[src/rtl/fib_rom_arbiter_if.sv]
// Request/response bundle between the two ROM clients and fib_rom_arbiter.
// The master side is the client logic; the slave side is the arbiter.
interface fib_rom_arbiter_if #(
  parameter int ADDR_W = 24,
  parameter int DATA_W = 24
);
  logic [1:0]        req;
  logic [ADDR_W-1:0] addr0;
  logic [ADDR_W-1:0] addr1;
  logic [1:0]        gnt;
  logic [1:0]        rvalid;
  logic [DATA_W-1:0] rdata;
  logic              rerr;

  modport master (
    output req,
    output addr0,
    output addr1,
    input  gnt,
    input  rvalid,
    input  rdata,
    input  rerr
  );

  modport slave (
    input  req,
    input  addr0,
    input  addr1,
    output gnt,
    output rvalid,
    output rdata,
    output rerr
  );
endinterface

[src/rtl/fib_rom_arbiter.sv]
// Round-robin share of the combinational Fibonacci ROM between two clients.
// One read per 3 cycles: arbitrate/grant, ROM read, response pulse.
module fib_rom_arbiter #(
  parameter int ADDR_W = 24,
  parameter int DATA_W = 24,
  parameter int DEPTH  = 36
) (
  input  logic              i_clk,
  input  logic              i_rst,
  fib_rom_arbiter_if.slave  bus,
  output logic              o_busy,
  output logic [ADDR_W-1:0] o_rom_rdadr,
  input  logic [DATA_W-1:0] i_rom_rddat
);

  typedef enum logic [1:0] {
    S_IDLE,
    S_READ,
    S_RESP
  } state_t;

  localparam logic [ADDR_W:0] LIM = (ADDR_W+1)'(DEPTH);

  state_t            r_state;
  state_t            w_next;
  logic              r_win;
  logic              r_last;
  logic [ADDR_W-1:0] r_addr;
  logic [1:0]        r_gnt;
  logic [1:0]        r_rvalid;
  logic [DATA_W-1:0] r_rdata;
  logic              r_rerr;

  logic              w_sel;
  logic              w_in_range;
  logic              w_win;
  logic              w_last;
  logic [ADDR_W-1:0] w_addr;
  logic [1:0]        w_gnt;
  logic [1:0]        w_rvalid;
  logic [DATA_W-1:0] w_rdata;
  logic              w_rerr;

  // On a tie the requester that did not win last time is served.
  assign w_sel = (&bus.req) ? ~r_last : bus.req[1];

  assign w_in_range = {1'b0, r_addr} < LIM;

  always_ff @(posedge i_clk) begin
    if (i_rst) begin
      r_state  <= S_IDLE;
      r_win    <= 1'b0;
      r_last   <= 1'b1;
      r_addr   <= '0;
      r_gnt    <= '0;
      r_rvalid <= '0;
      r_rdata  <= '0;
      r_rerr   <= 1'b0;
    end else begin
      r_state  <= w_next;
      r_win    <= w_win;
      r_last   <= w_last;
      r_addr   <= w_addr;
      r_gnt    <= w_gnt;
      r_rvalid <= w_rvalid;
      r_rdata  <= w_rdata;
      r_rerr   <= w_rerr;
    end
  end

  always_comb begin
    w_next   = r_state;
    w_win    = r_win;
    w_last   = r_last;
    w_addr   = r_addr;
    w_gnt    = '0;
    w_rvalid = '0;
    w_rdata  = r_rdata;
    w_rerr   = r_rerr;
    unique case (r_state)
      S_IDLE: begin
        if (|bus.req) begin
          w_win  = w_sel;
          w_addr = w_sel ? bus.addr1 : bus.addr0;
          w_gnt  = w_sel ? 2'b10 : 2'b01;
          w_next = S_READ;
        end
      end
      S_READ: begin
        w_rdata  = w_in_range ? i_rom_rddat : '0;
        w_rerr   = ~w_in_range;
        w_rvalid = r_win ? 2'b10 : 2'b01;
        w_next   = S_RESP;
      end
      S_RESP: begin
        w_last = r_win;
        w_next = S_IDLE;
      end
      default: begin
        w_next = S_IDLE;
      end
    endcase
  end

  // Out-of-range addresses never reach the ROM.
  assign o_rom_rdadr =
    (r_state == S_READ && w_in_range) ? r_addr : '0;

  assign o_busy     = (r_state != S_IDLE);
  assign bus.gnt    = r_gnt;
  assign bus.rvalid = r_rvalid;
  assign bus.rdata  = r_rdata;
  assign bus.rerr   = r_rerr;

endmodule

[src/flat_wrapper.sv]
// flat-port wrapper written by rule: the top's interface ports become plain ports
module fib_rom_arbiter_flat 
#(
  parameter int ADDR_W = 24,
  parameter int DATA_W = 24,
  parameter int DEPTH  = 36
)
  (i_clk, i_rst, o_busy, o_rom_rdadr, i_rom_rddat, bus_req, bus_addr0, bus_addr1, bus_gnt, bus_rvalid, bus_rdata, bus_rerr);
  fib_rom_arbiter_if #(.ADDR_W(ADDR_W), .DATA_W(DATA_W)) bus_i ();
  input  logic i_clk;
  input  logic i_rst;
  output logic o_busy;
  output logic [ADDR_W-1:0] o_rom_rdadr;
  input  logic [DATA_W-1:0] i_rom_rddat;
  input wire logic [$bits(bus_i.req)-1:0] bus_req;
  input wire logic [$bits(bus_i.addr0)-1:0] bus_addr0;
  input wire logic [$bits(bus_i.addr1)-1:0] bus_addr1;
  output wire logic [$bits(bus_i.gnt)-1:0] bus_gnt;
  output wire logic [$bits(bus_i.rvalid)-1:0] bus_rvalid;
  output wire logic [$bits(bus_i.rdata)-1:0] bus_rdata;
  output wire logic [$bits(bus_i.rerr)-1:0] bus_rerr;
  assign bus_i.req = bus_req;
  assign bus_i.addr0 = bus_addr0;
  assign bus_i.addr1 = bus_addr1;
  assign bus_gnt = bus_i.gnt;
  assign bus_rvalid = bus_i.rvalid;
  assign bus_rdata = bus_i.rdata;
  assign bus_rerr = bus_i.rerr;
  fib_rom_arbiter #(.ADDR_W(ADDR_W), .DATA_W(DATA_W), .DEPTH(DEPTH)) u_core (.i_clk(i_clk), .i_rst(i_rst), .bus(bus_i), .o_busy(o_busy), .o_rom_rdadr(o_rom_rdadr), .i_rom_rddat(i_rom_rddat));
endmodule
[config.mk]
export PLATFORM = sky130hd
export DESIGN_NAME = fib_rom_arbiter_flat
export DESIGN_NICKNAME = d
export VERILOG_FILES = /design/src/rtl/fib_rom_arbiter_if.sv /design/src/rtl/fib_rom_arbiter.sv /design/src/flat_wrapper.sv
export SDC_FILE = /design/constraint.sdc
export NUM_CORES = 1
export LEC_CHECK = 0
export CAP_MARGIN = 5
export CORE_UTILIZATION = 42
export CTS_CLUSTER_SIZE = 12
export DETAILED_ROUTE_END_ITERATION = 10
export PLACE_DENSITY = 0.78
export RECOVER_POWER = 25
export SETUP_SLACK_MARGIN = 0.5
export SYNTH_ARGS = -nofsm -noshare
export SYNTH_HDL_FRONTEND = slang
export SYNTH_SLANG_ARGS = --single-unit
[constraint.sdc]
create_clock -name i_clk -period 2.3 [get_ports i_clk]
set_clock_uncertainty 0.2 [all_clocks]
set_input_delay 0.575 -clock i_clk [delete_from_list [all_inputs] [get_ports i_clk]]
set_output_delay 0.575 -clock i_clk [all_outputs]
set_load 0.005 [all_outputs]
### Yosys cells after proc, flatten, opt, wreduce, memory -nomap -nowiden

Cells that the tools add are included.
Widths: inputs -> output; s select.

* $lt $le $gt $ge: 1
* eq/ne operators: 3
* mux-type cells: 8
* bitwise gates (word level): 5
* reduce and logical (&&, ||, !) cells: 8

Operators by type and width (count)
* $mux 24: 3
* $lt 24x6->1 const B: 1
* $mux 2: 3
* $not 1->1: 5
* $pmux 2 s2: 1
* $reduce_and 2->1: 2
* $reduce_or 2->1: 2
* $reduce_or 3->1: 1
* $eq 2x1->1 const B: 1
* $eq 2x2->1 const B: 1
* $logic_not 2->1: 1
* $ne 2x1->1 const B: 1
* $reduce_bool 2->1: 1
* $logic_and 1x1->1: 1
* $mux 1: 1

* register bits: 57
* bits of input ports: 76
* output and inout bits: 54
* logic and storage cells: 33

### Longest topological paths before layout

Gate-level depths: netlist of run 1.

* depth after elaboration: 3
* gate-level depth with buffers: 5
* gate-level depth less buffers: 4

### Worst setup path after synthesis of run 1

OpenSTA, ideal clock, no wires.

* path kind: reg2out
* start: register u_core.r_addr[19]
* end: output port o_rom_rdadr[0]
* arrival time: 1143 ps
* data required time: 1525 ps
* setup slack: 382 ps
* cell stages (with the launch flop): 5
* path through: dfxtp_1 -> nor4_4 -> nand4b_4 -> buf_6 -> nor3_1

* cells in the longest elaborated chain, start to end: 3

RTL lines
* start, declared: line fib_rom_arbiter.sv:28 `logic [ADDR_W-1:0] r_addr;`
* start signal, assigned: line fib_rom_arbiter.sv:63 `r_addr <= w_addr;`
* $lt 24x6->1: line fib_rom_arbiter.sv:47 `assign w_in_range = {1'b0, r_addr} < LIM;`
* $logic_and 1x1->1: line fib_rom_arbiter.sv:107 `(r_state == S_READ && w_in_range) ? r_addr : '0;`
* $mux 24: line fib_rom_arbiter.sv:107
* end, declared: line flat_wrapper.sv:13 `output logic [ADDR_W-1:0] o_rom_rdadr;`

No other way between the ends.

### Worst setup path in the final report of run 1

* start: register u_core.r_addr[22]
* end: output port o_rom_rdadr[2]

The elaborated chain is that of the path after synthesis.

==> results of run 1 <==
-- per-stage QoR --
step / TNS [ns] / cell area (um2) / power (mW) / instances
after detailed placement: -4.358 / 4059 / 1.595 / 464
after global placement: -3.362 / 4059 / 1.582 / 464
final: -0.3221 / 4628 / 2.683 / 500
after CTS: -0.5027 / 4559 / 2.659 / 497
after floorplan: 0 / 3032 / 1.408 / 308
after global routing: -1.008 / 4628 / 2.792 / 500
-- worst max path at each step --
stage | from | end | cells after the start
after floorplan | u_core.r_addr[22]$_SDFFE_PP0P_ | o_rom_rdadr[0] | 4
after global placement | u_core.r_addr[16]$_SDFFE_PP0P_ | o_rom_rdadr[4] | 5
after detailed placement | bus_req[0] | u_core.r_addr[12]$_SDFFE_PP0P_ | 4
after CTS | u_core.r_addr[19]$_SDFFE_PP0P_ | o_rom_rdadr[4] | 5
after global routing | u_core.r_addr[20]$_SDFFE_PP0P_ | o_rom_rdadr[2] | 5
final | u_core.r_addr[22]$_SDFFE_PP0P_ | o_rom_rdadr[2] | 5
-- worst max-delay path, delay by kind of cell (launching register included) --
kind / cells / cell delay [ns]
buffers and inverters: 2 / 0.31
flip-flops: 1 / 0.34
AND/OR/NAND/NOR: 3 / 0.65
-- final cells by class --
cell class	instances	area share [%]
Inverter	32	2.649
Clock buffer	14	3.731
Sequential cell	57	24.76
Multi-Input combinational cell	174	34.60
Timing Repair Buffer	141	31.33
Clock inverter	2	0.7570
Tap cell	80	2.163
-- cells by family (layout without fill, tap and decap cells) --
group | count (synthesis) | count (layout) | share of synthesized area (%)
AOI/OAI and AO/OA | 79 | 79 | 26.20
other | 1 | 18 | 0.1277
DFF | 57 | 57 | 38.86
and+or+nand+nor | 52 | 53 | 12.40
muxes | 24 | 24 | 8.181
buffers and inverters | 78 | 189 | 14.23
-- state kept, by name, indices dropped and copies added (netlist names) --
name               count
u_core.bus.rvalid      2
u_core.bus.rdata      24
u_core.bus.gnt         2
u_core.r_addr         24
u_core.r_state         2
u_core.bus.rerr        1
u_core.r_last          1
u_core.r_win           1
-- cells in the final DEF (no fill, tap or decap), types with 7 or more instances in the layout --
master           count
nand3b_1            24
a211oi_1            22
buf_4               13
buf_6                7
inv_1               31
dfxtp_1             53
clkdlybuf4s50_1     72
conb_1              18
o41ai_2             18
a21oi_1             25
mux2i_1             24
clkbuf_8            12
dlygate4sd2_1       31
-- power by group through the flow --
stage | Sequential, mW | Combinational (mW) | Clock (mW)
2_1_floorplan | 1.10 | 0.305 | 0
4_1_cts | 1.10 | 0.574 | 0.987
6_report | 1.10 | 0.606 | 0.974
3_3_place_gp | 1.11 | 0.474 | 0
5_1_grt | 1.11 | 0.650 | 1.03
3_5_place_dp | 1.11 | 0.484 | 0
-- layer usage --
layer	part of all wire (%)	routed length, um
met1	41	3137
met2	50	3818
met3	6.0	456
met4	2.0	150
met5	0	0
-- repair_timing --
item / CTS / global route
setup buffers: 11 / 3
hold buffers: 0 / 0
cloned: 6 / 0
resized for setup: 95 / 11
pin swaps: 13 / 9
endpoints found under the setup margin: 87 / 59
==> metrics.cfg, run 1 <==
[global_routing]
met2_usage_pct=36.73
grt_pass1_wl_mm=11.82
antenna_found_initial=0
use_met3_pct=4.331
grt_usage_pct=20.70
grt_pass1_vias=2495
grt_max_degree=36
met1_usage_pct=23.50
grt_busiest_layer=met2
grt_remaining_overflow=0

[floorplanning]
die_w_um=85.62
dieArea_um2=7330
ioPinCount=130
start_util_pct=43.46
core_um2=6756
die_h_um=85.62
fp-row-count=30

[yosys]
synth_top_area_cell=dfxtp_1
ys_top_cells_by_area=dfxtp_1 39%, o41ai_2 12%, mux2i_1 8.2%, a211oi_1 6.1%, nand3b_1 6.1%
synthFlopType=dfxtp_1
ys_ff_latch=57
syn_area_per_cell_um2=10.09
synthDominantCellAreaShare_pct=38.86
yosysUniqueCellTypes=32
synth_warnings=0
async_flop_share_pct=0
synth_edf_count=0
synth_most_common_cell=dfxtp_1
syn-cell-area_um2=2937
synthCells=291
seq_area_frac_synth_pct=38.86
synth.top_cells.by_count=57 x dfxtp_1, 32 x inv_1, 26 x a21oi_1

[power_and_ir_drop]
p_sw_uw=721.4
seq_power_share_pct=41.1
leakagePower_nw=2.124
pwr-share-comb_pct=22.6
powerDensity_nw_per_um2=579.8
p_clk_share_pct=36.3
p_int_mw=1.962
vdd_drop_max_v=0.0003170
power_switching_share_pct=26.88

[hold_path]
hold_path_class=flip-flop to flip-flop
hold_end=u_core.bus.rdata[15]$_SDFFE_PP0N_
worstHoldStart=u_core.bus.rdata[15]$_SDFFE_PP0N_
whs_path_depth=2

[clocking]
clkLatencyLatePin_ns=0.33
cts-root-buf=clkbuf_8
htreeDepth=3
tritoncts=yes
cts_buffer_depth=2
cts_buffers=9
clkSlewWorstSetupHoldPaths_ns=0.06
numClockSinks=57

[sta]
period_share_pct=104.2
worstMarginPinSlew_ns=1.135
fmax_ghz=0.4173
worst_slack_ns=-0.09614
relSlewSlack_pct=24.31
fin_crit_ns=2.396
setup_viol=4
hold_slack_ns=0.2956
drv_slew=0
finalHoldViolCount=0
rsz0062_at_grt=yes

[layout]
areaGrowthSynthToFinish_pct=57.61
antenna_cells=0
postLayoutCoreUtil_pct=68.50
seqCellArea_um2=1146
drive_gt1_share_pct=24.05
nFillCells=532
multi_input_area_um2=1602
layout.nets=491

[setup_path]
crit_arrival_ns=1.62
cp-end-kind=output port
critical_path.slowest_cell=dfxtp_2
required_ns=1.52
r2r_start=u_core.r_addr[22]$_SDFFE_PP0P_
slowest_delay_ns=0.34
r2r-end=u_core.bus.rdata[7]$_SDFFE_PP0N_
reg2regPathDepth=7
crit_fanout=5
start_kind=flip-flop
crit_type=flip-flop to output port
ff2ff_setup_slack_ns=0.31
cp_cell_sequence=nor4_4, nand4b_4, buf_6, nor3_2, buf_2

[detailed_routing]
drcViolationCount=0
viasPerCell=5.244
drtAntennaViolNets=0
dr.pass1.iters=4
wl_per_cell_um=15.13
routed_wl_mm=7.563
drt_iter0_drc=60
vias=2622

[run]
cap_violations=0

[placed_design]
gp_congestion=0.7128
dp_slack_ns=-0.1811
numPortBuffers=111
hpwl_mm=4.516

[run_status]
status=complete, but fails checks
violations=setup timing

Power figures use the tool's default switching activity.
==> run 2, diff against run 1 <==
- ABC_AREA: not set -> 1
- CORE_UTILIZATION: 42 -> 41
- GPL_TIMING_DRIVEN: not set -> 0
- PLACE_DENSITY: 0.78 -> 0.79
==> run 2 against run 1 <==
Compared with the run above:
- the run still ends with setup timing left
- cell count up 13%
- utilization down 0.90 points
- worst hold slack worse by 0.036 ns
- cell area down 7.8%
- non-clock buffer count up 17
- sequential share of layout area up 2.2 points
- critical endpoint is now o_rom_rdadr[3]
- largest cell class is now buffers
==> metrics.cfg, run 2 <==
[layout]
areaGrowthSynthToFinish_pct=59.54  ; was 57.61%
final_cell_mix=82 x nand2_1, 73 x clkdlybuf4s50_1, 49 x dfxtp_1  ; was 72 x clkdlybuf4s50_1, 53 x dfxtp_1, 31 x inv_1, 31 x dlygate4sd2_1, 25 x a21oi_1
postLayoutCoreUtil_pct=67.60  ; was 68.50%
final_cell_area_um2=4268  ; was 4628 um2
layout_commonest_cell=nand2_1  ; was clkdlybuf4s50_1
nFillCells=556  ; was 532
layout.nets=558  ; was 491
antenna_cells=0  ; unchanged
final_cells=564  ; was 500
drive_gt1_share_pct=26.90  ; was 24.05%

[detailed_routing]
viasPerCell=4.741  ; was 5.244
drtAntennaViolNets=0  ; unchanged
vias=2674  ; was 2,622
drcViolationCount=0  ; unchanged
routed_wl_mm=7.226  ; was 7.563 mm
dr.pass1.iters=4  ; unchanged
wl_per_cell_um=12.81  ; was 15.13 um
drt_iter0_drc=62  ; was 60

[clocking]
htreeDepth=3  ; unchanged
tritoncts=yes  ; unchanged
postCtsHoldBufs=0  ; unchanged
clkSlewWorstSetupHoldPaths_ns=0.06  ; about the same
numClockSinks=57  ; unchanged
cts_buffers=9  ; unchanged
cts-root-buf=clkbuf_8  ; unchanged
clkLatencyLatePin_ns=0.33  ; about the same
cts_buffer_depth=2  ; unchanged

[placed_design]
hpwl_mm=5.142  ; was 4.516 mm
dp_cells=539  ; was 464
gp_congestion=0.7383  ; was 0.7128
placed_area_um2=3936  ; was 4059 um2
numPortBuffers=110  ; was 111
dp_slack_ns=-0.1443  ; was -0.1811 ns

[sta]
rsz0062_at_grt=yes  ; unchanged
worst_slack_ns=-0.09031  ; was -0.09614 ns
drv_slew=0  ; unchanged
fin_crit_ns=2.390  ; was 2.396 ns
setup_viol=5  ; was 4
finalHoldViolCount=0  ; unchanged
fmax_ghz=0.4184  ; was 0.4173 GHz
relSlewSlack_pct=52.37  ; was 24.31%
worstMarginPinSlew_ns=0.7145  ; was 1.135 ns
period_share_pct=103.9  ; was 104.2%

[yosys]
synth_fa_ha_area_share_pct=0  ; unchanged
synth_warnings=0  ; unchanged
synth_edf_count=0  ; unchanged
ys_ff_latch=57  ; unchanged
synthFlopType=dfxtp_1  ; unchanged
yosysUniqueCellTypes=26  ; was 32
synth.top_cells.by_count=83 x nand2_1, 57 x dfxtp_1, 24 x a31oi_1, 20 x inv_1  ; was 57 x dfxtp_1, 32 x inv_1, 26 x a21oi_1
seq_area_frac_synth_pct=42.66  ; was 38.86%
synth_top_family_by_area=simple AND/OR/NAND/NOR gates  ; was compound AO/OA/AOI/OAI gates
syn-cell-area_um2=2675  ; was 2937 um2
muxShareOfSynthArea_pct=0  ; was 8.181%
synthDominantCellAreaShare_pct=42.66  ; was 38.86%
syn_area_per_cell_um2=7.985  ; was 10.09 um2
synth-compound-area-share_pct=18.24  ; was 26.20%
synth_xor_area_share_pct=0  ; unchanged
async_flop_share_pct=0  ; unchanged
yosys.area_share.simple_pct=25.87  ; was 12.40%
synth_most_common_cell=nand2_1  ; was dfxtp_1
synth_top_area_cell=dfxtp_1  ; unchanged
ys_top_cells_by_area=dfxtp_1 43%, nand2_1 12%, nand3_2 7.1%, a21oi_2 6.2%, a31oi_1 5.6%  ; was dfxtp_1 39%, o41ai_2 12%, mux2i_1 8.2%, a211oi_1 6.1%, nand3b_1 6.1%
synthCells=335  ; was 291

[global_routing]
grt_pass1_vias=2487  ; was 2,495
grt_pass1_wl_mm=10.73  ; was 11.82 mm
grt_usage_pct=21.06  ; was 20.70%
antenna_found_initial=0  ; unchanged
grt_max_degree=11  ; was 36
grt_remaining_overflow=0  ; unchanged

[power_and_ir_drop]
pwr-share-comb_pct=21.3  ; was 22.6%
power_mw=2.503  ; was 2.683 mW
p_int_mw=1.817  ; was 1.962 mW
leakagePower_nw=1.832  ; was 2.124 nW
p_clk_share_pct=35.5  ; was 36.3%
p_sw_uw=686.1  ; was 721.4 uW
powerDensity_nw_per_um2=586.4  ; was 579.8 nW/um2
vdd_drop_max_v=0.0003489  ; was 0.0003170 V
power_switching_share_pct=27.42  ; was 26.88%
seq_power_share_pct=43.2  ; was 41.1%

[floorplanning]
dieArea_um2=6852  ; was 7330 um2
ioPinCount=130  ; unchanged
die_w_um=82.78  ; was 85.62 um
die_h_um=82.78  ; was 85.62 um
start_util_pct=42.37  ; was 43.46%
core_um2=6314  ; was 6756 um2
fp-row-count=29  ; was 30

[setup_path]
required_ns=1.52  ; about the same
cp-end-kind=output port  ; unchanged
crit_arrival_ns=1.62  ; about the same
crit_type=flip-flop to output port  ; unchanged
start_kind=flip-flop  ; unchanged
crit_fanout=6  ; was 5

[run_status]
status=complete, but fails checks  ; unchanged
violations=setup timing  ; unchanged

[hold_path]
hold_path_class=flip-flop to flip-flop  ; unchanged

[run]
cap_violations=0  ; unchanged

-- run 2: layer usage --
metal,up-vias,track usage [%],share of wire [%]
li1,1356,-,-
met1,1202,22.47,40
met2,104,38.03,50
met3,12,5.574,8.1
met4,0,10.52,1.6
met5,-,0,0
-- run 2: what timing repair did --
| item | in CTS | in global routing |
|---|---|---|
| setup endpoints to repair | 57 | 29 |
| gates resized for setup | 89 | 16 |
| pin swaps | 10 | 7 |
| gates cloned | 0 | 0 |
| buffers inserted | 7 | 2 |
-- run 2: critical path: stages (launching register included) --
cell	delay [ns]
dfxtp_2	0.33
inv_2	0.08
nand2_4	0.06
nor2_4	0.13
nand2_4	0.07
nor2_4	0.13
nand3_4	0.14
buf_6	0.16
nor2_4	0.07
buf_2	0.11
-- run 2: power groups by stage --
stage,combinational [mW],sequential (mW),clock [mW]
2_1_floorplan,0.273,1.09,0
3_3_place_gp,0.475,1.10,0
3_5_place_dp,0.483,1.10,0
4_1_cts,0.518,1.08,0.896
5_1_grt,0.584,1.09,0.947
6_report,0.533,1.08,0.889
-- run 2: layout make-up --
cell class	count	area (um2)	share of cell area [%]
multi-input combinational	234	1331	31.19
buffer	39	282.8	6.626
clock inverter	2	10.01	0.2345
inverter	22	85.08	1.994
timing repair buffer	119	1129	26.44
sequential	57	1151	26.97
clock buffer	14	182.7	4.280
tap	77	96.34	2.257
-- run 2: final timing paths --
kind / from / to / slack, ns / cells after the start
worst max-delay path: u_core.r_state[1]$_SDFFE_PP0P_ / o_rom_rdadr[3] / -0.09 / 9
worst min-delay path: u_core.bus.rdata[3]$_SDFFE_PP0N_ / u_core.bus.rdata[3]$_SDFFE_PP0N_ / 0.26 / 2
worst min register to register: u_core.bus.rdata[3]$_SDFFE_PP0N_ / u_core.bus.rdata[3]$_SDFFE_PP0N_ / 0.26 / 2
worst max register to register: u_core.r_state[1]$_SDFFE_PP0P_ / u_core.bus.rdata[9]$_SDFFE_PP0N_ / 0.24 / 9
-- run 2: metrics by stage --
| stage | hold WS [ns] | TNS [ns] |
|---|---|---|
| 3_3_place_gp | 0.2515 | -0.5445 |
| 3_5_place_dp | 0.2565 | -0.6831 |
| 6_report | 0.2599 | -0.3940 |
| 2_1_floorplan | 0.2263 | 0 |
| 4_1_cts | 0.2633 | -0.09636 |
| 5_1_grt | 0.2935 | -0.7781 |
-- run 2: kinds of logic after synthesis --
family	Yosys count
simple gates	139
flops	57
other cells	1
buf+inv	61
compound gates	77
